$ cat config.mk
export PLATFORM = sky130hd
export DESIGN_NAME = pipe_hazard_ctrl
export DESIGN_NICKNAME = d
export VERILOG_FILES = /design/src/rtl/pipe_pkg.sv /design/src/rtl/sat_counter.sv /design/src/rtl/pipe_hazard_ctrl.sv
export SDC_FILE = /design/constraint.sdc
export NUM_CORES = 1
export LEC_CHECK = 0
export CELL_PAD_IN_SITES_DETAIL_PLACEMENT = 1
export CELL_PAD_IN_SITES_GLOBAL_PLACEMENT = 2
export CORE_MARGIN = 5
export CORE_UTILIZATION = 32
export CTS_BUF_LIST = sky130_fd_sc_hd__clkbuf_4 sky130_fd_sc_hd__clkbuf_8 sky130_fd_sc_hd__clkbuf_16
export CTS_CLUSTER_DIAMETER = 200
export DETAILED_ROUTE_END_ITERATION = 6
export PLACE_DENSITY = 0.77
export SLEW_MARGIN = 5
export SYNTH_ARGS = -nofsm -noshare
export SYNTH_HDL_FRONTEND = slang
export SYNTH_SLANG_ARGS = --single-unit
$ cat constraint.sdc
create_clock -name clk -period 3 [get_ports clk]
set_input_delay 0.75 -clock clk [delete_from_list [all_inputs] [get_ports clk]]
set_output_delay 0.75 -clock clk [all_outputs]
set_load 0.02 [all_outputs]
$ cat src/rtl/pipe_pkg.sv
// Shared types for the five-stage pipeline hazard controller.
package pipe_pkg;

  // Execute operand source select.
  typedef enum logic [1:0] {
    FWD_RF = 2'b00,
    FWD_W  = 2'b01,
    FWD_M  = 2'b10
  } fwd_sel_t;

  // Control half of a stage record. Register addresses live beside the
  // record so the struct does not depend on the address-width parameter.
  typedef struct packed {
    logic valid;
    logic regwrite;
    logic is_load;
    logic mem_op;
  } stage_rec_t;

  // One pipeline action per cycle, listed from highest to lowest priority.
  typedef enum logic [1:0] {
    ACT_MEM_HOLD   = 2'd0,
    ACT_TAKEN      = 2'd1,
    ACT_DATA_STALL = 2'd2,
    ACT_ADVANCE    = 2'd3
  } action_t;

  function automatic action_t pick_action(input logic mem_hold,
                                          input logic taken,
                                          input logic data_stall);
    if (mem_hold)        return ACT_MEM_HOLD;
    else if (taken)      return ACT_TAKEN;
    else if (data_stall) return ACT_DATA_STALL;
    else                 return ACT_ADVANCE;
  endfunction

endpackage

$ cat src/rtl/sat_counter.sv
// Saturating up-counter used for the stall and flush performance counters.
module sat_counter #(
  parameter int CNT_W = 16
) (
  input  logic             clk,
  input  logic             rst,
  input  logic             inc,
  output logic [CNT_W-1:0] count
);

  localparam logic [CNT_W-1:0] CNT_MAX = {CNT_W{1'b1}};
  localparam logic [CNT_W-1:0] CNT_ONE = {{(CNT_W-1){1'b0}}, 1'b1};

  // Count up on inc, sticking at all-ones instead of wrapping.
  always_ff @(posedge clk or posedge rst) begin
    if (rst)
      count <= '0;
    else if (inc && (count != CNT_MAX))
      count <= count + CNT_ONE;
  end

endmodule

$ cat src/rtl/pipe_hazard_ctrl.sv
// Hazard controller for the F/D/E/M/W pipeline: tracks E/M/W records and
// produces stall, flush and forwarding selects plus performance counters.
module pipe_hazard_ctrl
  import pipe_pkg::*;
#(
  parameter int WAD    = 5,
  parameter bit FWD_EN = 1'b1,
  parameter int CNT_W  = 16
) (
  input  logic             clk,
  input  logic             rst,
  input  logic             d_valid,
  input  logic [WAD-1:0]   d_rs1,
  input  logic [WAD-1:0]   d_rs2,
  input  logic             d_uses_rs1,
  input  logic             d_uses_rs2,
  input  logic [WAD-1:0]   d_rd,
  input  logic             d_regwrite,
  input  logic             d_is_load,
  input  logic             d_mem_op,
  input  logic             e_pcsrc_taken,
  input  logic             m_dm_ready,
  output logic             stall_f,
  output logic             stall_d,
  output logic             stall_e,
  output logic             stall_m,
  output logic             flush_d,
  output logic             flush_e,
  output logic [1:0]       fwd_a_e,
  output logic [1:0]       fwd_b_e,
  output logic             w_regwrite,
  output logic [WAD-1:0]   w_rd,
  output logic [CNT_W-1:0] stall_cnt,
  output logic [CNT_W-1:0] flush_cnt
);

  // W only needs what the register file consumes; M keeps mem_op for the
  // ready handshake. Load/memory flags are not needed past those points.
  stage_rec_t     e_q;
  logic [WAD-1:0] e_rs1_q, e_rs2_q, e_rd_q;
  logic           m_valid_q, m_regwrite_q, m_mem_op_q;
  logic [WAD-1:0] m_rd_q;
  logic           w_valid_q, w_regwrite_q;
  logic [WAD-1:0] w_rd_q;

  logic    e_wr, m_wr, w_wr;
  logic    raw_e, raw_m, mem_hold, taken, data_stall;
  action_t act;

  function automatic fwd_sel_t fwd_pick(input logic [WAD-1:0] rs,
                                        input logic m_w, input logic [WAD-1:0] m_r,
                                        input logic w_w, input logic [WAD-1:0] w_r);
    if (m_w && (m_r == rs))      return FWD_M;
    else if (w_w && (w_r == rs)) return FWD_W;
    else                         return FWD_RF;
  endfunction

  // A record only produces a hazard when it really writes a non-zero rd.
  assign e_wr = e_q.valid & e_q.regwrite & (e_rd_q != '0);
  assign m_wr = m_valid_q & m_regwrite_q & (m_rd_q != '0);
  assign w_wr = w_valid_q & w_regwrite_q & (w_rd_q != '0);

  assign raw_e = d_valid & e_wr & ((d_uses_rs1 & (d_rs1 == e_rd_q)) |
                                   (d_uses_rs2 & (d_rs2 == e_rd_q)));
  assign raw_m = d_valid & m_wr & ((d_uses_rs1 & (d_rs1 == m_rd_q)) |
                                   (d_uses_rs2 & (d_rs2 == m_rd_q)));

  assign mem_hold   = m_valid_q & m_mem_op_q & ~m_dm_ready;
  assign taken      = e_q.valid & e_pcsrc_taken;
  assign data_stall = FWD_EN ? (raw_e & e_q.is_load) : (raw_e | raw_m);
  assign act        = pick_action(mem_hold, taken, data_stall);

  assign w_regwrite = w_valid_q & w_regwrite_q;
  assign w_rd       = w_rd_q;

  // Decode the selected action into pipeline-register enables and clears.
  always_comb begin
    stall_f = 1'b0;
    stall_d = 1'b0;
    stall_e = 1'b0;
    stall_m = 1'b0;
    flush_d = 1'b0;
    flush_e = 1'b0;
    unique case (act)
      ACT_MEM_HOLD: begin
        stall_f = 1'b1;
        stall_d = 1'b1;
        stall_e = 1'b1;
        stall_m = 1'b1;
      end
      ACT_TAKEN: begin
        flush_d = 1'b1;
        flush_e = 1'b1;
      end
      ACT_DATA_STALL: begin
        stall_f = 1'b1;
        stall_d = 1'b1;
        flush_e = 1'b1;
      end
      default: ;
    endcase
  end

  // Operand bypass selects; M is younger than W so it wins.
  always_comb begin
    fwd_a_e = FWD_RF;
    fwd_b_e = FWD_RF;
    if (FWD_EN) begin
      fwd_a_e = fwd_pick(e_rs1_q, m_wr, m_rd_q, w_wr, w_rd_q);
      fwd_b_e = fwd_pick(e_rs2_q, m_wr, m_rd_q, w_wr, w_rd_q);
    end
  end

  // Advance, hold or bubble the E/M/W records according to the action.
  always_ff @(posedge clk or posedge rst) begin
    if (rst) begin
      e_q          <= '0;
      e_rs1_q      <= '0;
      e_rs2_q      <= '0;
      e_rd_q       <= '0;
      m_valid_q    <= 1'b0;
      m_regwrite_q <= 1'b0;
      m_mem_op_q   <= 1'b0;
      m_rd_q       <= '0;
      w_valid_q    <= 1'b0;
      w_regwrite_q <= 1'b0;
      w_rd_q       <= '0;
    end else if (act == ACT_MEM_HOLD) begin
      w_valid_q    <= 1'b0;
      w_regwrite_q <= 1'b0;
      w_rd_q       <= '0;
    end else begin
      m_valid_q    <= e_q.valid;
      m_regwrite_q <= e_q.regwrite;
      m_mem_op_q   <= e_q.mem_op;
      m_rd_q       <= e_rd_q;
      w_valid_q    <= m_valid_q;
      w_regwrite_q <= m_regwrite_q;
      w_rd_q       <= m_rd_q;
      if (act == ACT_ADVANCE) begin
        e_q.valid    <= d_valid;
        e_q.regwrite <= d_regwrite;
        e_q.is_load  <= d_is_load;
        e_q.mem_op   <= d_mem_op;
        e_rs1_q      <= d_rs1;
        e_rs2_q      <= d_rs2;
        e_rd_q       <= d_rd;
      end else begin
        e_q     <= '0;
        e_rs1_q <= '0;
        e_rs2_q <= '0;
        e_rd_q  <= '0;
      end
    end
  end

  sat_counter #(.CNT_W(CNT_W)) u_stall_cnt (
    .clk   (clk),
    .rst   (rst),
    .inc   (stall_f),
    .count (stall_cnt)
  );

  sat_counter #(.CNT_W(CNT_W)) u_flush_cnt (
    .clk   (clk),
    .rst   (rst),
    .inc   (flush_d),
    .count (flush_cnt)
  );

endmodule
After elaboration in Yosys (flattened, before gate mapping)
Cells that the tools add are included.
{ "op_classes": {"n_addsub": 2, "eq_ne": 11, "bitwise": 16, "n_reduce_logical": 12, "mux": 18} }
{ "ops": {"columns": ["op", "count"], "rows": [
  ["16-bit by 1-bit adder with 16-bit output (second input constant)", 2],
  ["16-bit != test (second input constant)", 2],
  ["5-bit == test", 6],
  ["5-bit two-way mux", 4],
  ["5-bit nonzero test", 3],
  ["1-bit bitwise AND", 14],
  ["1-bit two-way mux", 9],
  ["2-bit two-way mux", 4],
  ["1-bit logical AND", 6],
  ["2-bit == test (second input constant)", 2],
  ["4-bit two-way mux", 1],
  ["2-bit OR reduction", 2],
  ["2-bit by 1-bit == test with 1-bit output (second input constant)", 1],
  ["2-bit zero test", 1],
  ["1-bit NOT", 1],
  ["1-bit bitwise OR", 1]
]} }
{ "totals": {"in_bits": 25, "wordCells": 75, "register_bits": 66, "out_inout_bits": 48} }

Longest topological paths before layout
{ "depth": {"ltp_word": 12, "depth_mapped": 13, "ltp_nobuf": 12} }

Cells and area by module
Synthesis repeated with hierarchy kept, for this count alone.
{ "unflattened": {"cells_unflattened": 304, "area_unflattened_um2": 3360.7} }
{ "modules_own_cells": {"columns": ["module", "n_inst", "seq_area_each_um2", "area_each_um2", "cells_each"], "rows": [
  ["pipe_hazard_ctrl", 1, 850.8, 1749.2, 162],
  ["sat_counter", 2, 400.4, 805.8, 71]
]} }

Worst setup path before layout
OpenSTA, ideal clock, no wires.
{ "synth_timing": {"path_kind": "input to output", "from": "input d_rs1[3]", "to": "output stall_m", "stages": 7, "t_required_ns": 2.250, "setup_slack_ns": -0.075, "n_path_buf": 2, "arrival_ns": 2.325, "path_cell_list": "xor2_1 > nor4_1 > a32oi_1 > o21ai_4 > buf_4 > ha_1 > buf_4"} }
{ "synth_via": {"elab_chain_len": 10} }
{ "synth_rtl": {"columns": ["element", "line_no", "text"], "rows": [
  ["from (decl)", "pipe_hazard_ctrl.sv:13", "input logic [WAD-1:0] d_rs1,"],
  ["5-bit == test", "pipe_hazard_ctrl.sv:63", "assign raw_e = d_valid & e_wr & ((d_uses_rs1 & (d_rs1 == e_rd_q)) |"],
  ["1-bit bitwise AND", "pipe_hazard_ctrl.sv:63", null],
  ["1-bit bitwise OR", "pipe_hazard_ctrl.sv:63", null],
  ["1-bit bitwise AND", "pipe_hazard_ctrl.sv:63", null],
  ["1-bit bitwise AND", "pipe_hazard_ctrl.sv:70", "assign data_stall = FWD_EN ? (raw_e & e_q.is_load) : (raw_e | raw_m);"],
  ["1-bit two-way mux", "pipe_pkg.sv:33", "else if (data_stall) return ACT_DATA_STALL;"],
  ["2-bit two-way mux", "pipe_pkg.sv:32", "else if (taken) return ACT_TAKEN;"],
  ["2-bit two-way mux", "pipe_pkg.sv:31", "if (mem_hold) return ACT_MEM_HOLD;"],
  ["2-bit zero test", null, null],
  ["1-bit two-way mux", null, null],
  ["to (decl)", "pipe_hazard_ctrl.sv:26", "output logic stall_m,"]
]} }
Every way passes these cells.

Worst setup path in the final report
{ "layout_timing": {"from": "input d_rs1[4]", "to": "output stall_e"} }
{ "layout_via": {"elab_chain_len": 10} }
{ "layout_rtl": {"columns": ["element", "line_no", "text"], "rows": [
  ["5-bit == test", "pipe_hazard_ctrl.sv:63", null],
  ["1-bit bitwise AND", "pipe_hazard_ctrl.sv:63", null],
  ["1-bit bitwise OR", "pipe_hazard_ctrl.sv:63", null],
  ["1-bit bitwise AND", "pipe_hazard_ctrl.sv:63", null],
  ["1-bit bitwise AND", "pipe_hazard_ctrl.sv:70", null],
  ["1-bit two-way mux", "pipe_pkg.sv:33", null],
  ["2-bit two-way mux", "pipe_pkg.sv:32", null],
  ["2-bit two-way mux", "pipe_pkg.sv:31", null],
  ["2-bit zero test", "pipe_hazard_ctrl.sv:84", "unique case (act)"],
  ["1-bit two-way mux", "pipe_hazard_ctrl.sv:84", null],
  ["to (decl)", "pipe_hazard_ctrl.sv:25", "output logic stall_e,"]
]} }
Every way passes these cells.

==> flow_metrics.py <==
metrics = {
    "floorplan": {
        "io_pins": 73,
        "fp.dieH_um": 110,
        "die_w_um": 110,
        "rows": 36,
        "core_sq_um": 9770,
        "initial_core_util_pct": 32.7,
        "dieArea_sq_um": 12100,
    },
    "timing": {
        "hold_slack_ps": 489,
        "worst_slew_pin_slew_ps": 371,
        "skew_ps": 12.3,
        "hold_violations": 0,
        "max_freq_ghz": 0.342,
        "relSlewSlack_pct": 75.2,
        "min_period_ps": 2920,
        "setup_viol": 0,
        "min_period_over_period_pct": 97.4,
        "maxSlewViolCount": 0,
        "rsz0062_at_grt": "false",
    },
    "clocking": {
        "cts_hold_buf": 0,
        "cts_buffer_depth": 2,
        "cts_tree": "built",
        "worstSkewPairLatency_ps": 330,
        "cts_buffers": 9,
        "root_buffer": "clkbuf_8",
        "htreeDepth": 3,
        "clkSlewWorstSetupHoldPaths_ps": 80,
        "clock-sinks": 66,
    },
    "drt": {
        "wl_per_cell_um": 16.0,
        "drtIter0Drc": 67,
        "post-route-drc-count": 0,
        "ant_nets": 0,
        "wirelength_um": 8210,
        "route.vias.total": 2478,
        "vias_per_cell": 4.83,
        "drt_first_pass_iters": 4,
    },
    "critical_path": {
        "cp_slowest_cell": "nor4_2",
        "start_kind": "input pin",
        "worst-path-buf-inv": 3,
        "slowest_delay_ps": 240,
        "r2r_end": "u_flush_cnt.count[15]",
        "r2r_slack_ps": 340,
        "critPathKind": "in2out",
        "crit_chain": "clkdlybuf4s15_1 > xor2_1 > nor4_2 > a32oi_2 > o21ai_4 > buf_6 > ha_4 > buf_6",
        "reg2reg_from": "e_rd_q[2]",
        "worstPathRequired_ps": 2250,
        "r2r_cells": 13,
        "crit_family": "buffers and inverters",
        "critPathArrivalTime_ps": 2170,
        "critical_path.most_common_cell": "buf_6",
        "cp-end-kind": "output pin",
        "path_max_fanout": 3,
    },
    "finish": {
        "fin_util_pct": 46.6,
        "synthToLayoutAreaGrowth_pct": 42.7,
        "layout_common_cells": "dfrtp_1 (65), clkdlybuf4s50_1 (51), xnor2_1 (33)",
        "num-fill-cells": 1059,
        "final_nets": 406,
        "final_common_cell": "dfrtp_1",
        "multi_input_area_sq_um": 1540,
        "diodes": 0,
        "final_layout_size_suffix_gt1_share_pct": 23.2,
        "regArea_sq_um": 1650,
    },
    "grt": {
        "grt_pass1_vias": 2655,
        "grt_max_degree": 67,
        "antenna_found_initial": 1,
        "grt-ovfl-total": 0,
        "grt_pass1_wl_um": 13800,
        "grt_use_total_pct": 14.8,
    },
    "status": {
        "status": "complete, no violations",
    },
    "synth": {
        "syn_nets": 304,
        "synth-seq-cells": 66,
        "yosysSeqAreaShare_pct": 51.7,
        "syn_area_sq_um": 3190,
        "yosysUniqueCellTypes": 35,
        "synth_top_cells_by_area": "dfrtp_1 (52%), xnor2_1 (9.1%), xor2_1 (6.3%)",
        "yosysWarnings": 0,
        "yosysTopAreaCellShare_pct": 51.7,
        "syn_inst": 273,
        "synth_area_per_cell_sq_um": 11.7,
        "yosys.area.top_type": "dfrtp_1",
    },
    "job": {
        "max_cap_viol_count": 0,
    },
    "place": {
        "dpl.hpwl_um": 6070,
        "gp_congestion": 0.767,
        "portBuffers": 72,
    },
    "worst_hold_path": {
        "min_path_cells": 1,
        "hp-start": "u_flush_cnt.count[9]",
        "hold_path_class": "reg2reg",
        "whs_endpoint": "u_flush_cnt.count[9]",
    },
    "power_and_ir_drop": {
        "p_leak_nw": 2.06,
        "ir_drop_uv": 283,
        "powerDensity_nw_per_um2": 584,
    },
}
final cells by class:
class	instances	share of cell area, %
inverter	5	0.412
multi-input combinational	192	33.9
timing repair buffer	101	21.2
tap	133	3.65
clock inverter	4	1.10
sequential	66	36.3
clock buffer	12	3.49
flip-flops by register name (all words and copies together) (netlist names), 4 cells and up:
signal             count
e_q                    4
e_rd_q                 5
e_rs1_q                5
e_rs2_q                5
m_rd_q                 5
u_flush_cnt.count     16
u_stall_cnt.count     16
w_rd                   5
cell families (layout without fill, tap and decap cells):
| family | after synthesis | in the layout | synth area share [%] |
|---|---|---|---|
| AO/OA/AOI/OAI | 27 | 27 | 7.33 |
| XOR/XNOR | 56 | 56 | 15.4 |
| adder cells (fa/ha/maj) | 6 | 6 | 2.35 |
| buffers and inverters | 15 | 122 | 2.35 |
| flip-flops | 66 | 66 | 51.7 |
| multiplexers | 13 | 13 | 4.70 |
| AND/OR/NAND/NOR | 90 | 90 | 16.2 |
routing by layer:
| metal | up-vias | routed length, um | track usage [%] |
|---|---|---|---|
| met5 | - | 7 | 0 |
| met4 | 2 | 106 | 4.99 |
| met3 | 14 | 448 | 4.05 |
| met2 | 63 | 3980 | 24.4 |
| met1 | 1231 | 3670 | 18.6 |
| li1 | 1168 | - | - |
worst max path at each step:
stage / start / to / slack (ps) / depth (start not counted)
floorplan: d_rs1[3] / e_rd_q[4] / 40 / 11
global placement: d_rs1[3] / flush_d / -700 / 8
detailed placement: d_rs1[3] / flush_d / -780 / 8
CTS: d_rs2[1] / stall_e / 8 / 8
global route: m_rd_q[1] / fwd_b_e[0] / 10 / 5
finish: d_rs1[4] / stall_e / 80 / 8
synthesized netlist by cell type:
master and count:
ha_1 6, nor2b_1 9, nand4_1 13, mux2_2 12
nand2b_1 3, mux2_4 1, and3_1 9, nor3_1 2
clkbuf_1 4, a21boi_1 1, o211ai_2 1, o211ai_1 1
buf_1 1, a32oi_1 1, and4_1 3, and4b_1 1
xor2_1 23, and2_0 1, nor4_1 5, nand2_1 14
inv_1 5, xnor2_1 33, and2_4 1, nand3_1 15
nand4_2 1, and2_1 2, or2_2 1, a22o_1 19
nor2_1 6, or4_1 4, a21oi_1 1, o21ai_4 1
dfrtp_1 66, buf_4 5, o21ai_0 2
metrics by stage:
step / setup slack (ps) / power, mW / instance area [sq um] / std cells / TNS (ps)
floorplan: 43.7 / 1.53 / 3200 / 273 / 0
global placement: -699 / 1.88 / 4270 / 495 / -8820
detailed placement: -779 / 1.89 / 4270 / 495 / -12120
CTS: 7.56 / 2.70 / 4550 / 513 / 0
global route: 12.5 / 2.83 / 4560 / 513 / 0
finish: 77.7 / 2.66 / 4560 / 513 / 0
what timing repair did:
action	CTS	global route
endpoints found under the hold margin	0	0
gates resized for setup	69	15
setup buffers	2	0
setup endpoints to repair	15	10
pin swaps	6	6
power by group:
part	total, mW	internal (mW)	leakage, nW	switching (mW)
sequential	1.16	1.01	0.851	0.147
clock	0.778	0.438	0.102	0.340
combinational	0.725	0.378	1.11	0.347
(Power assumes the default switching activity.)
